$ cat config.mk
export PLATFORM = sky130hd
export DESIGN_NAME = punc_control_mc
export DESIGN_NICKNAME = d
export VERILOG_FILES = /design/src/rtl/punc_control_mc.sv
export SDC_FILE = /design/constraint.sdc
export NUM_CORES = 1
export LEC_CHECK = 0
export BUFFER_PORTS_ARGS = -buffer_cell sky130_fd_sc_hd__buf_2
export CORE_MARGIN = 4
export CORE_UTILIZATION = 50
export DETAILED_ROUTE_END_ITERATION = 8
export PLACE_DENSITY = 0.83
export SETUP_SLACK_MARGIN = 0.05
export SLEW_MARGIN = 30
export SYNTH_ARGS = -nofsm -noshare
export SYNTH_HDL_FRONTEND = slang
export SYNTH_SLANG_ARGS = --single-unit
export TNS_END_PERCENT = 5
$ cat constraint.sdc
create_clock -name clk -period 3.5 [get_ports clk]
set_clock_uncertainty 0.15 [all_clocks]
set_input_delay 0 -clock clk [delete_from_list [all_inputs] [get_ports clk]]
set_output_delay 0 -clock clk [all_outputs]
set_load 0.01 [all_outputs]
$ cat src/rtl/punc_control_mc.sv
`default_nettype none
// ============================================================================
// Module   : punc_control_mc
// Purpose  : Multicycle PUnC LC3 control FSM with req/ack or fixed-latency memory
// Revision : 1.0
// ============================================================================
module punc_control_mc #(
  parameter int MEM_HANDSHAKE = 1,
  parameter int MEM_LAT       = 1,
  parameter int ICNT_W        = 16
) (
  input  logic              clk,
  input  logic              rst,
  input  logic [15:0]       ir,
  input  logic [2:0]        nzp,
  input  logic              mem_ack,
  output logic              mem_req,
  output logic              mem_we,
  output logic [1:0]        mem_addr_sel,
  output logic              mdr_ld,
  output logic              ir_ld,
  output logic              pc_clr,
  output logic              pc_inc,
  output logic              pc_ld,
  output logic [1:0]        pc_ld_data_sel,
  output logic              rf_w_en,
  output logic              rf_w_addr_sel,
  output logic [1:0]        rf_w_data_sel,
  output logic              rf_r0_addr_sel,
  output logic              rf_r1_addr_sel,
  output logic [1:0]        alu_sel,
  output logic              alu_src_imm,
  output logic              cc_ld,
  output logic              halted,
  output logic [ICNT_W-1:0] instr_count
);

  typedef enum logic [2:0] {
    S_INIT   = 3'd0,
    S_FETCH  = 3'd1,
    S_DECODE = 3'd2,
    S_EXEC   = 3'd3,
    S_IND    = 3'd4,
    S_WB     = 3'd5,
    S_HALT   = 3'd6
  } state_t;

  localparam logic [3:0] c_OP_BR   = 4'b0000;
  localparam logic [3:0] c_OP_ADD  = 4'b0001;
  localparam logic [3:0] c_OP_LD   = 4'b0010;
  localparam logic [3:0] c_OP_ST   = 4'b0011;
  localparam logic [3:0] c_OP_JSR  = 4'b0100;
  localparam logic [3:0] c_OP_AND  = 4'b0101;
  localparam logic [3:0] c_OP_LDR  = 4'b0110;
  localparam logic [3:0] c_OP_STR  = 4'b0111;
  localparam logic [3:0] c_OP_NOT  = 4'b1001;
  localparam logic [3:0] c_OP_LDI  = 4'b1010;
  localparam logic [3:0] c_OP_STI  = 4'b1011;
  localparam logic [3:0] c_OP_JMP  = 4'b1100;
  localparam logic [3:0] c_OP_LEA  = 4'b1110;
  localparam logic [3:0] c_OP_TRAP = 4'b1111;

  state_t            r_state;
  state_t            w_next;
  logic [3:0]        w_op;
  logic              w_mem_op;
  logic              w_in_req;
  logic              w_ack;
  logic              w_retire;
  logic [ICNT_W-1:0] r_icnt;
  logic              w_unused_ir;

  assign w_op        = ir[15:12];
  assign w_unused_ir = ^{ir[8:6], ir[4:0]};
  assign w_mem_op    = (w_op == c_OP_LD)  || (w_op == c_OP_LDR) || (w_op == c_OP_LDI) ||
                       (w_op == c_OP_ST)  || (w_op == c_OP_STR) || (w_op == c_OP_STI);
  assign w_in_req    = (r_state == S_FETCH) || (r_state == S_IND) ||
                       ((r_state == S_EXEC) && w_mem_op);

  generate
    if (MEM_HANDSHAKE != 0) begin : g_hs
      assign w_ack = mem_ack;
    end else begin : g_lat
      localparam logic [3:0] c_LAT_LAST = 4'(MEM_LAT - 1);
      logic [3:0] r_lat_cnt;
      logic       w_unused_ack;

      assign w_unused_ack = mem_ack;
      assign w_ack        = (r_lat_cnt == c_LAT_LAST);

      // Counter sits at zero between requests, so every request starts fresh.
      always_ff @(posedge clk) begin
        if (rst)
          r_lat_cnt <= 4'd0;
        else if (w_in_req && !w_ack)
          r_lat_cnt <= r_lat_cnt + 4'd1;
        else
          r_lat_cnt <= 4'd0;
      end
    end
  endgenerate

  always_ff @(posedge clk) begin
    if (rst)
      r_state <= S_INIT;
    else
      r_state <= w_next;
  end

  always_comb begin
    w_next         = r_state;
    mem_req        = 1'b0;
    mem_we         = 1'b0;
    mem_addr_sel   = 2'b00;
    mdr_ld         = 1'b0;
    ir_ld          = 1'b0;
    pc_clr         = 1'b0;
    pc_inc         = 1'b0;
    pc_ld          = 1'b0;
    pc_ld_data_sel = 2'b00;
    rf_w_en        = 1'b0;
    rf_w_addr_sel  = 1'b0;
    rf_w_data_sel  = 2'b00;
    rf_r0_addr_sel = 1'b0;
    rf_r1_addr_sel = 1'b0;
    alu_sel        = 2'b00;
    alu_src_imm    = 1'b0;
    cc_ld          = 1'b0;
    halted         = 1'b0;
    if (!rst) begin
      case (r_state)
        S_INIT: begin
          pc_clr = 1'b1;
          w_next = S_FETCH;
        end
        S_FETCH: begin
          mem_req = 1'b1;
          if (w_ack) begin
            ir_ld  = 1'b1;
            w_next = S_DECODE;
          end
        end
        S_DECODE: begin
          pc_inc = 1'b1;
          w_next = S_EXEC;
        end
        S_EXEC: begin
          w_next = S_FETCH;
          case (w_op)
            c_OP_ADD, c_OP_AND: begin
              alu_sel     = (w_op == c_OP_AND) ? 2'b01 : 2'b00;
              alu_src_imm = ir[5];
              rf_w_en     = 1'b1;
              cc_ld       = 1'b1;
            end
            c_OP_NOT: begin
              alu_sel = 2'b10;
              rf_w_en = 1'b1;
              cc_ld   = 1'b1;
            end
            c_OP_BR: pc_ld = |(ir[11:9] & nzp);
            c_OP_JMP: begin
              pc_ld          = 1'b1;
              pc_ld_data_sel = 2'b10;
            end
            c_OP_JSR: begin
              rf_w_en        = 1'b1;
              rf_w_addr_sel  = 1'b1;
              rf_w_data_sel  = 2'b11;
              pc_ld          = 1'b1;
              pc_ld_data_sel = ir[11] ? 2'b01 : 2'b10;
            end
            c_OP_LEA: begin
              rf_w_en       = 1'b1;
              rf_w_data_sel = 2'b10;
            end
            c_OP_LD, c_OP_LDR, c_OP_LDI, c_OP_STI: begin
              mem_req      = 1'b1;
              mem_addr_sel = (w_op == c_OP_LDR) ? 2'b10 : 2'b01;
              if (w_ack) begin
                mdr_ld = 1'b1;
                w_next = ((w_op == c_OP_LDI) || (w_op == c_OP_STI)) ? S_IND : S_WB;
              end else begin
                w_next = S_EXEC;
              end
            end
            c_OP_ST, c_OP_STR: begin
              mem_req        = 1'b1;
              mem_we         = 1'b1;
              mem_addr_sel   = (w_op == c_OP_STR) ? 2'b10 : 2'b01;
              rf_r1_addr_sel = 1'b1;
              if (!w_ack)
                w_next = S_EXEC;
            end
            c_OP_TRAP: w_next = S_HALT;
            default: ;
          endcase
        end
        S_IND: begin
          // ir[12] separates STI (second access writes) from LDI (second read).
          mem_req      = 1'b1;
          mem_addr_sel = 2'b11;
          if (ir[12]) begin
            mem_we         = 1'b1;
            rf_r1_addr_sel = 1'b1;
            if (w_ack)
              w_next = S_FETCH;
          end else if (w_ack) begin
            mdr_ld = 1'b1;
            w_next = S_WB;
          end
        end
        S_WB: begin
          rf_w_en       = 1'b1;
          rf_w_data_sel = 2'b01;
          cc_ld         = 1'b1;
          w_next        = S_FETCH;
        end
        S_HALT: halted = 1'b1;
        default: w_next = S_INIT;
      endcase
    end
  end

  assign w_retire = (((r_state == S_EXEC) || (r_state == S_IND) || (r_state == S_WB)) &&
                     (w_next == S_FETCH)) ||
                    ((r_state != S_HALT) && (w_next == S_HALT));

  always_ff @(posedge clk) begin
    if (rst)
      r_icnt <= '0;
    else if (w_retire && (r_icnt != {ICNT_W{1'b1}}))
      r_icnt <= r_icnt + 1'b1;
  end

  assign instr_count = r_icnt;

endmodule
`default_nettype wire

==> flow_summary_export.csv, run 1 <==
group,metric,value,unit
run_status,status,"finished, violations left",
run_status,violations,"hold timing",
power_and_ir_drop,p_leak,0.723,nW
power_and_ir_drop,peakVddDrop,287,uV
finish,finalNetCount,264,
clocking,clock_path_buffers,2,
detailed_routing,wl_met1,1500,um
worst_setup_path,crit_chain,"nand4b_1 > or4_4 > a32oi_2 > a2bb2oi_2 > buf_4 > or4_1 > a21oi_1",
worst_setup_path,worstPathArrival,2.96,ns
run,maxCapViolCount,0,
detailed_routing,initialDrtViolationCount,84,
synthesis,seq_area_frac_synth,0.262,
sta,clock.fmax,348,MHz
synthesis,synth_nets,221,
synthesis,ys_types,51,
worst_hold_path,hold_class,"in -> reg",
sta,rsz0062_at_grt,"false",
detailed_routing,dr.max_layer_used,"met4",
clocking,clkLatencyLatePin,0.30,ns
power_and_ir_drop,power.density,242,nW/um2
worst_setup_path,worstPathMaxFanout,16,
worst_setup_path,end_kind,"register",
power_and_ir_drop,sw_frac_of_total,0.294,
grt,grt_pass1_vias,1242,
clocking,clk_pin_slew,0.12,ns
synthesis,synth-edff-count,0,
detailed_routing,met2WireLength,1770,um
clocking,cts_tree,"yes",
clocking,clock_sinks,19,
clocking,htree_levels,1,
finish,drive_gt1_frac,0.275,
detailed_routing,dr.pass1.iters,4,
detailed_routing,wl_per_cell,12.7,um
sta,slew-limit-headroom,0.604,
clocking,cts.repair.resized,0,
worst_setup_path,cp_slowest_cell,"dfxtp_1",
sta,tightest_slew,0.594,ns
place,placed_area,1680,um2
grt,gr-usage-all-layers,0.180,
floorplanning,die_x,61.9,um
detailed_routing,via_per_inst,5.75,
grt,grt_pass1_wl,5330,um
synthesis,synthArstFlopShare,0,
finish,area_delta_synth_final,18.3,%
place,place_congestion,0.851,
sta,finalHoldViolations,2,
floorplanning,start_util,0.527,
grt,grt_max_degree,29,
detailed_routing,via_count,1559,
sta,whs,-0.00206,ns
detailed_routing,drt-total-wl,3450,um
worst_setup_path,crit_type,"reg -> reg",
sta,fin_crit_sh,0.821,
power_and_ir_drop,p_clk_frac,0.275,
synthesis,syn-mean-instance-area,7.34,um2
power_and_ir_drop,p_switching,0.122,mW
synthesis,synth_area,1450,um2
power_and_ir_drop,power.share.combinational,0.184,
finish,postLayoutCellArea,1720,um2
sta,fin_setup_tns,0,ns
place,dp_hpwl,2600,um
synthesis,synth_ff_type,"dfxtp_1",
detailed_routing,met3_length,159,um
sta,finalMaxSlewViolations,0,
power_and_ir_drop,p_int,0.293,mW
sta,setup_viol,0,
synthesis,synth-warning-count,0,
power_and_ir_drop,pwr-share-seq,0.541,
grt,grt-ovfl-total,0,
sta,finalCriticalPeriod,2.87,ns
clocking,root_buffer,"clkbuf_4",
finish,diodes,0,
detailed_routing,drt.antenna.violating_nets,0,
floorplanning,pin_count,60,
worst_setup_path,required,3.59,ns
floorplanning,core_area,2760,um2
place,numPortBuffers,50,
worst_setup_path,start_kind,"register",
synthesis,synth-seq-cells,19,
worst_setup_path,critical-path-max-stage-delay,0.61,ns
floorplanning,num_rows,19,
floorplanning,die_area,3830,um2
floorplanning,chipHeight,61.9,um
synthesis,synthCells,198,
grt,antenna_found_initial,0,
clocking,numCtsBuffers,3,
detailed_routing,drc,0,
-- layout by cell type (no fill, tap or decap), drive strengths merged, types with 3 or more instances in the layout --
cell	n
mux2	5
o31ai	4
o21ai	15
or3	7
nand3	7
nand2	19
buf	53
clkbuf	3
nor3	4
nor2	16
and2	3
and3	3
nor2b	7
nor3b	4
a21oi	18
inv	5
nand4	5
nor4	3
or4	5
dfxtp	19
nand2b	3
-- layer usage --
| metal | vias up | global-route usage |
|---|---|---|
| met5 | - | 0 |
| met1 | 716 | 0.238 |
| li1 | 812 | - |
| met3 | 2 | 0.0455 |
| met4 | 0 | 0.0182 |
| met2 | 29 | 0.308 |
-- registers in the layout, indices dropped and copies added (netlist names) --
| signal | count |
|---|---|
| instr_count | 16 |
| r_state | 3 |
-- synth_stat cells (all sizes together) (3+ instances only) --
library cell | instances | area, um2
o31ai | 4 | 30.0
nor4 | 3 | 18.8
and2 | 3 | 18.8
nor2 | 16 | 60.1
nand3 | 7 | 35.0
clkbuf | 6 | 22.5
or4 | 5 | 41.3
inv | 5 | 18.8
nand2b | 3 | 18.8
o21ai | 15 | 75.1
or3 | 7 | 43.8
and3 | 3 | 18.8
nand2 | 19 | 71.3
nor3 | 4 | 20.0
nor3b | 4 | 30.0
nor2b | 7 | 43.8
buf | 10 | 61.3
mux2 | 5 | 56.3
dfxtp | 19 | 380
nand4 | 5 | 31.3
a21oi | 18 | 90.1
-- critical path: cells and delay by family, from the launching register on --
kind,cells,cell delay (ns)
AND/OR/NAND/NOR,3,1.25
flip-flops,1,0.61
AO/OA/AOI/OAI,3,0.59
buffers and inverters,1,0.22
-- area by class of cell --
class / instances / area (um2)
tap: 31 / 38.8
sequential: 19 / 380
timing repair buffer: 54 / 283
fill: 268 / 1040
inverter: 5 / 18.8
clock inverter: 1 / 5.00
clock buffer: 3 / 22.5
multi-input combinational: 158 / 970
-- per-stage QoR --
step | hold slack, ns | utilization | setup WS, ns | total power, mW | cells
after CTS | 0.00300 | 0.623 | 0.648 | 0.417 | 271
after floorplan | -0.00564 | - | 1.19 | 0.286 | 198
after global placement | 0.170 | 0.609 | 0.733 | 0.303 | 266
after global routing | 0.0348 | 0.623 | 0.490 | 0.436 | 271
final | -0.00206 | 0.623 | 0.626 | 0.415 | 271
after detailed placement | 0.171 | 0.609 | 0.685 | 0.304 | 266
-- timing repair --
action	4_1_cts	5_1_grt
endpoints found under the setup margin	0	0
endpoints found under the hold margin	1	0
setup buffers	0	0
hold buffers	1	0
-- worst paths after layout --
| path | start | to | cells past startpoint | slack (ns) |
|---|---|---|---|---|
| setup / recovery | r_state[0]$_SDFF_PP0_ | instr_count[10]$_SDFFE_PP0P_ | 7 | 0.63 |
| hold / removal | rst | instr_count[2]$_SDFFE_PP0P_ | 2 | -0.002 |
| setup reg to reg | r_state[0]$_SDFF_PP0_ | instr_count[10]$_SDFFE_PP0P_ | 7 | 0.63 |
| hold reg to reg | instr_count[15]$_SDFFE_PP0P_ | instr_count[15]$_SDFFE_PP0P_ | 2 | 0.35 |
-- cells by family (layout without fill, tap and decap cells) --
group           after synthesis  count (layout)  synth area share
flops                        19              19             0.262
simple gates                 95              95             0.364
xor+xnor                      2               2            0.0121
fa+ha+maj                     1               1           0.00861
other cells                   1               1           0.00258
mux                           6               6            0.0456
buf+inv                      21              63            0.0706
compound gates               53              53             0.234
-- power groups by stage --
stage / Clock, mW / Combinational [mW] / Sequential, mW
after floorplan: 0 / 0.0597 / 0.226
after global placement: 0 / 0.0741 / 0.229
after detailed placement: 0 / 0.0750 / 0.229
after CTS: 0.117 / 0.0762 / 0.224
after global routing: 0.125 / 0.0860 / 0.225
final: 0.114 / 0.0764 / 0.225
Power figures use the tool's default switching activity.
==> inputs of run 2 (changes only) <==
ABC_AREA = 1   (was not set)
CORE_UTILIZATION = 48   (was 50)
PLACE_DENSITY = 0.79   (was 0.83)
clock period = 2.9 ns   (was 3.5 ns; I/O delays follow)
==> run 2 against run 1 <==
The flow now finishes without violations. Clock power increased by 18%. Combinational power rose by 26%. Flip-flop and latch count stayed put. Largest cell class unchanged. Hold slack gained 0.038 ns. Synthesized cell count increased by 31%. Critical endpoint is now instr_count[4]$_SDFFE_PP0P_. Maximum frequency is 34% higher. Via count rose by 13%. Register-to-register slack better by 0.12 ns. Sequential share of layout area fell by 0.55 points. Worst setup slack improved by 0.12 ns. Die area rose by 6.0%.
==> flow_summary_export.csv, run 2 <==
group,metric,value,unit
place,dp_hpwl,2850,um
synthesis,synth.most_common_cell,"nand2_1",
grt,grt_max_degree,33,
sta,finalHoldViolations,0,
clocking,numCtsBuffers,3,
run,maxCapViolCount,0,
synthesis,seq_area_frac_synth,0.255,
finish,postLayoutCellArea,1760,um2
clocking,cts_tree,"yes",
clocking,cts.repair.resized,0,
floorplanning,num_rows,19,
grt,gr-usage-all-layers,0.189,
synthesis,synth-simple-area-share,0.446,
synthesis,synth_area,1490,um2
finish,utilization,0.618,
grt,grt_pass1_vias,1569,
worst_setup_path,worstPathMaxFanout,32,
synthesis,synthArstFlopShare,0,
power_and_ir_drop,p_leak,0.947,nW
synthesis,synth_top_area_frac,0.255,
synthesis,synth-warning-count,0,
clocking,root_buffer,"clkbuf_4",
clocking,clock_path_buffers,2,
worst_setup_path,worstPathArrival,2.20,ns
detailed_routing,wl_per_cell,11.1,um
floorplanning,die_x,63.7,um
floorplanning,pin_count,60,
power_and_ir_drop,power,0.501,mW
finish,nFillCells,306,
synthesis,synth-edff-count,0,
synthesis,synth_ff_type,"dfxtp_1",
place,placed_area,1710,um2
finish,finalNetCount,331,
worst_setup_path,required,2.95,ns
synthesis,synthAdderAreaFrac,0.00839,
clocking,htree_levels,1,
detailed_routing,drc,0,
floorplanning,core_area,2850,um2
synthesis,synthTopCellsByArea,"dfxtp_1, nand2_1, nor2_1",
power_and_ir_drop,peakVddDrop,206,uV
sta,fin_setup_tns,0,ns
floorplanning,chipHeight,63.7,um
synthesis,muxShareOfSynthArea,0,
synthesis,synth_top_family_by_area,"simple AND/OR/NAND/NOR gates",
detailed_routing,initialDrtViolationCount,182,
place,pre_cts_ws,0.757,ns
place,numPortBuffers,50,
sta,rsz0062_at_grt,"false",
detailed_routing,via_count,1767,
synthesis,synth_nets,283,
run_status,status,"finished clean",
finish,multiInputGateArea,906,um2
synthesis,ys_top_cells_by_count,"nand2_1, nor2_1, inv_1, nand3_1, dfxtp_1",
clocking,clkLatencyLatePin,0.30,ns
worst_setup_path,end_kind,"register",
synthesis,syn-mean-instance-area,5.74,um2
sta,finalCriticalPeriod,2.15,ns
clocking,clock_sinks,19,
sta,clock.fmax,465,MHz
place,place_congestion,0.889,
worst_setup_path,start_kind,"register",
sta,fin_ws,0.749,ns
synthesis,yosys.area.top_type,"dfxtp_1",
detailed_routing,drt-total-wl,3750,um
sta,whs,0.0361,ns
finish,ff_latch_area,380,um2
clocking,clk_pin_slew,0.10,ns
detailed_routing,via_per_inst,5.23,
worst_setup_path,crit_type,"reg -> reg",
synthesis,synth-seq-cells,19,
grt,grt-ovfl-total,0,
floorplanning,start_util,0.523,
power_and_ir_drop,power.density,284,nW/um2
synthesis,ys_types,31,
sta,setup_viol,0,
detailed_routing,drt.antenna.violating_nets,0,
sta,fin_crit_sh,0.742,
finish,area_delta_synth_final,18.1,%
finish,final_cell_mix,"nand2_1, nor2_1, buf_2",
finish,fin_cells,338,
synthesis,synthCells,260,
grt,antenna_found_initial,0,
finish,diodes,0,
finish,drive_gt1_frac,0.218,
place,place_inst,332,
floorplanning,die_area,4060,um2
detailed_routing,dr.pass1.iters,4,
grt,grt_pass1_wl,6560,um
finish,largest_register_ff_count,16,
worst_hold_path,hold_class,"in -> reg",
synthesis,synth-compound-area-share,0.150,
sta,finalMaxSlewViolations,0,
finish,final_common_cell,"nand2_1",
synthesis,synth_xor_area_frac,0,
run 2: final timing paths:
kind,end,cells after the start,slack [ns],start
worst max-delay path,instr_count[4]$_SDFFE_PP0P_,13,0.75,r_state[2]$_SDFF_PP0_
worst min register to register,instr_count[14]$_SDFFE_PP0P_,2,0.40,instr_count[14]$_SDFFE_PP0P_
worst max register to register,instr_count[4]$_SDFFE_PP0P_,13,0.75,r_state[2]$_SDFF_PP0_
worst min-delay path,r_state[1]$_SDFF_PP0_,5,0.04,mem_ack
run 2: power by group:
part           switching [mW]  internal, mW  total (mW)
clock                  0.0829        0.0513       0.134
sequential            0.00510         0.265       0.270
combinational          0.0620        0.0345      0.0965
run 2: cells by family (layout without fill, tap and decap cells):
| group | count (synthesis) | after routing |
|---|---|---|
| compound gates | 37 | 37 |
| buf+inv | 45 | 92 |
| fa+ha+maj | 1 | 1 |
| flops | 19 | 19 |
| simple gates | 157 | 157 |
| other cells | 1 | 1 |
run 2: area by class of cell:
type	instances	area share
Clock buffer	3	0.0128
Clock inverter	1	0.00284
Inverter	35	0.0746
Multi-Input combinational cell	196	0.514
Sequential cell	19	0.216
Tap cell	31	0.0220
Timing Repair Buffer	53	0.158
run 2: routing by layer:
layer  GRT usage  part of all wire  vias up  wire length [um]
met3      0.0438             0.066        4               248
met2       0.336              0.49       66              1820
met5           0                 0        -                 0
met4      0.0350            0.0072        0                27
met1       0.235              0.44      774              1650
li1            -                 -      923                 -
run 2: worst max-delay path, cell delays in order (launching register included):
cell and delay, ns:
dfxtp_1 0.47, inv_1 0.11, nand3_1 0.17, nor2_1 0.07, o21ai_1 0.08, nand3_1 0.09
nand2_1 0.10, nand2_1 0.05, a21oi_1 0.14, nand2_2 0.09, nand2_4 0.28, nand3_1 0.12
nand2_1 0.08, nor2_1 0.04
run 2: repair_timing:
item | 4_1_cts | 5_1_grt
setup buffers | 0 | 0
endpoints found under the hold margin | 2 | 0
endpoints found under the setup margin | 0 | 0
hold buffers | 2 | 0
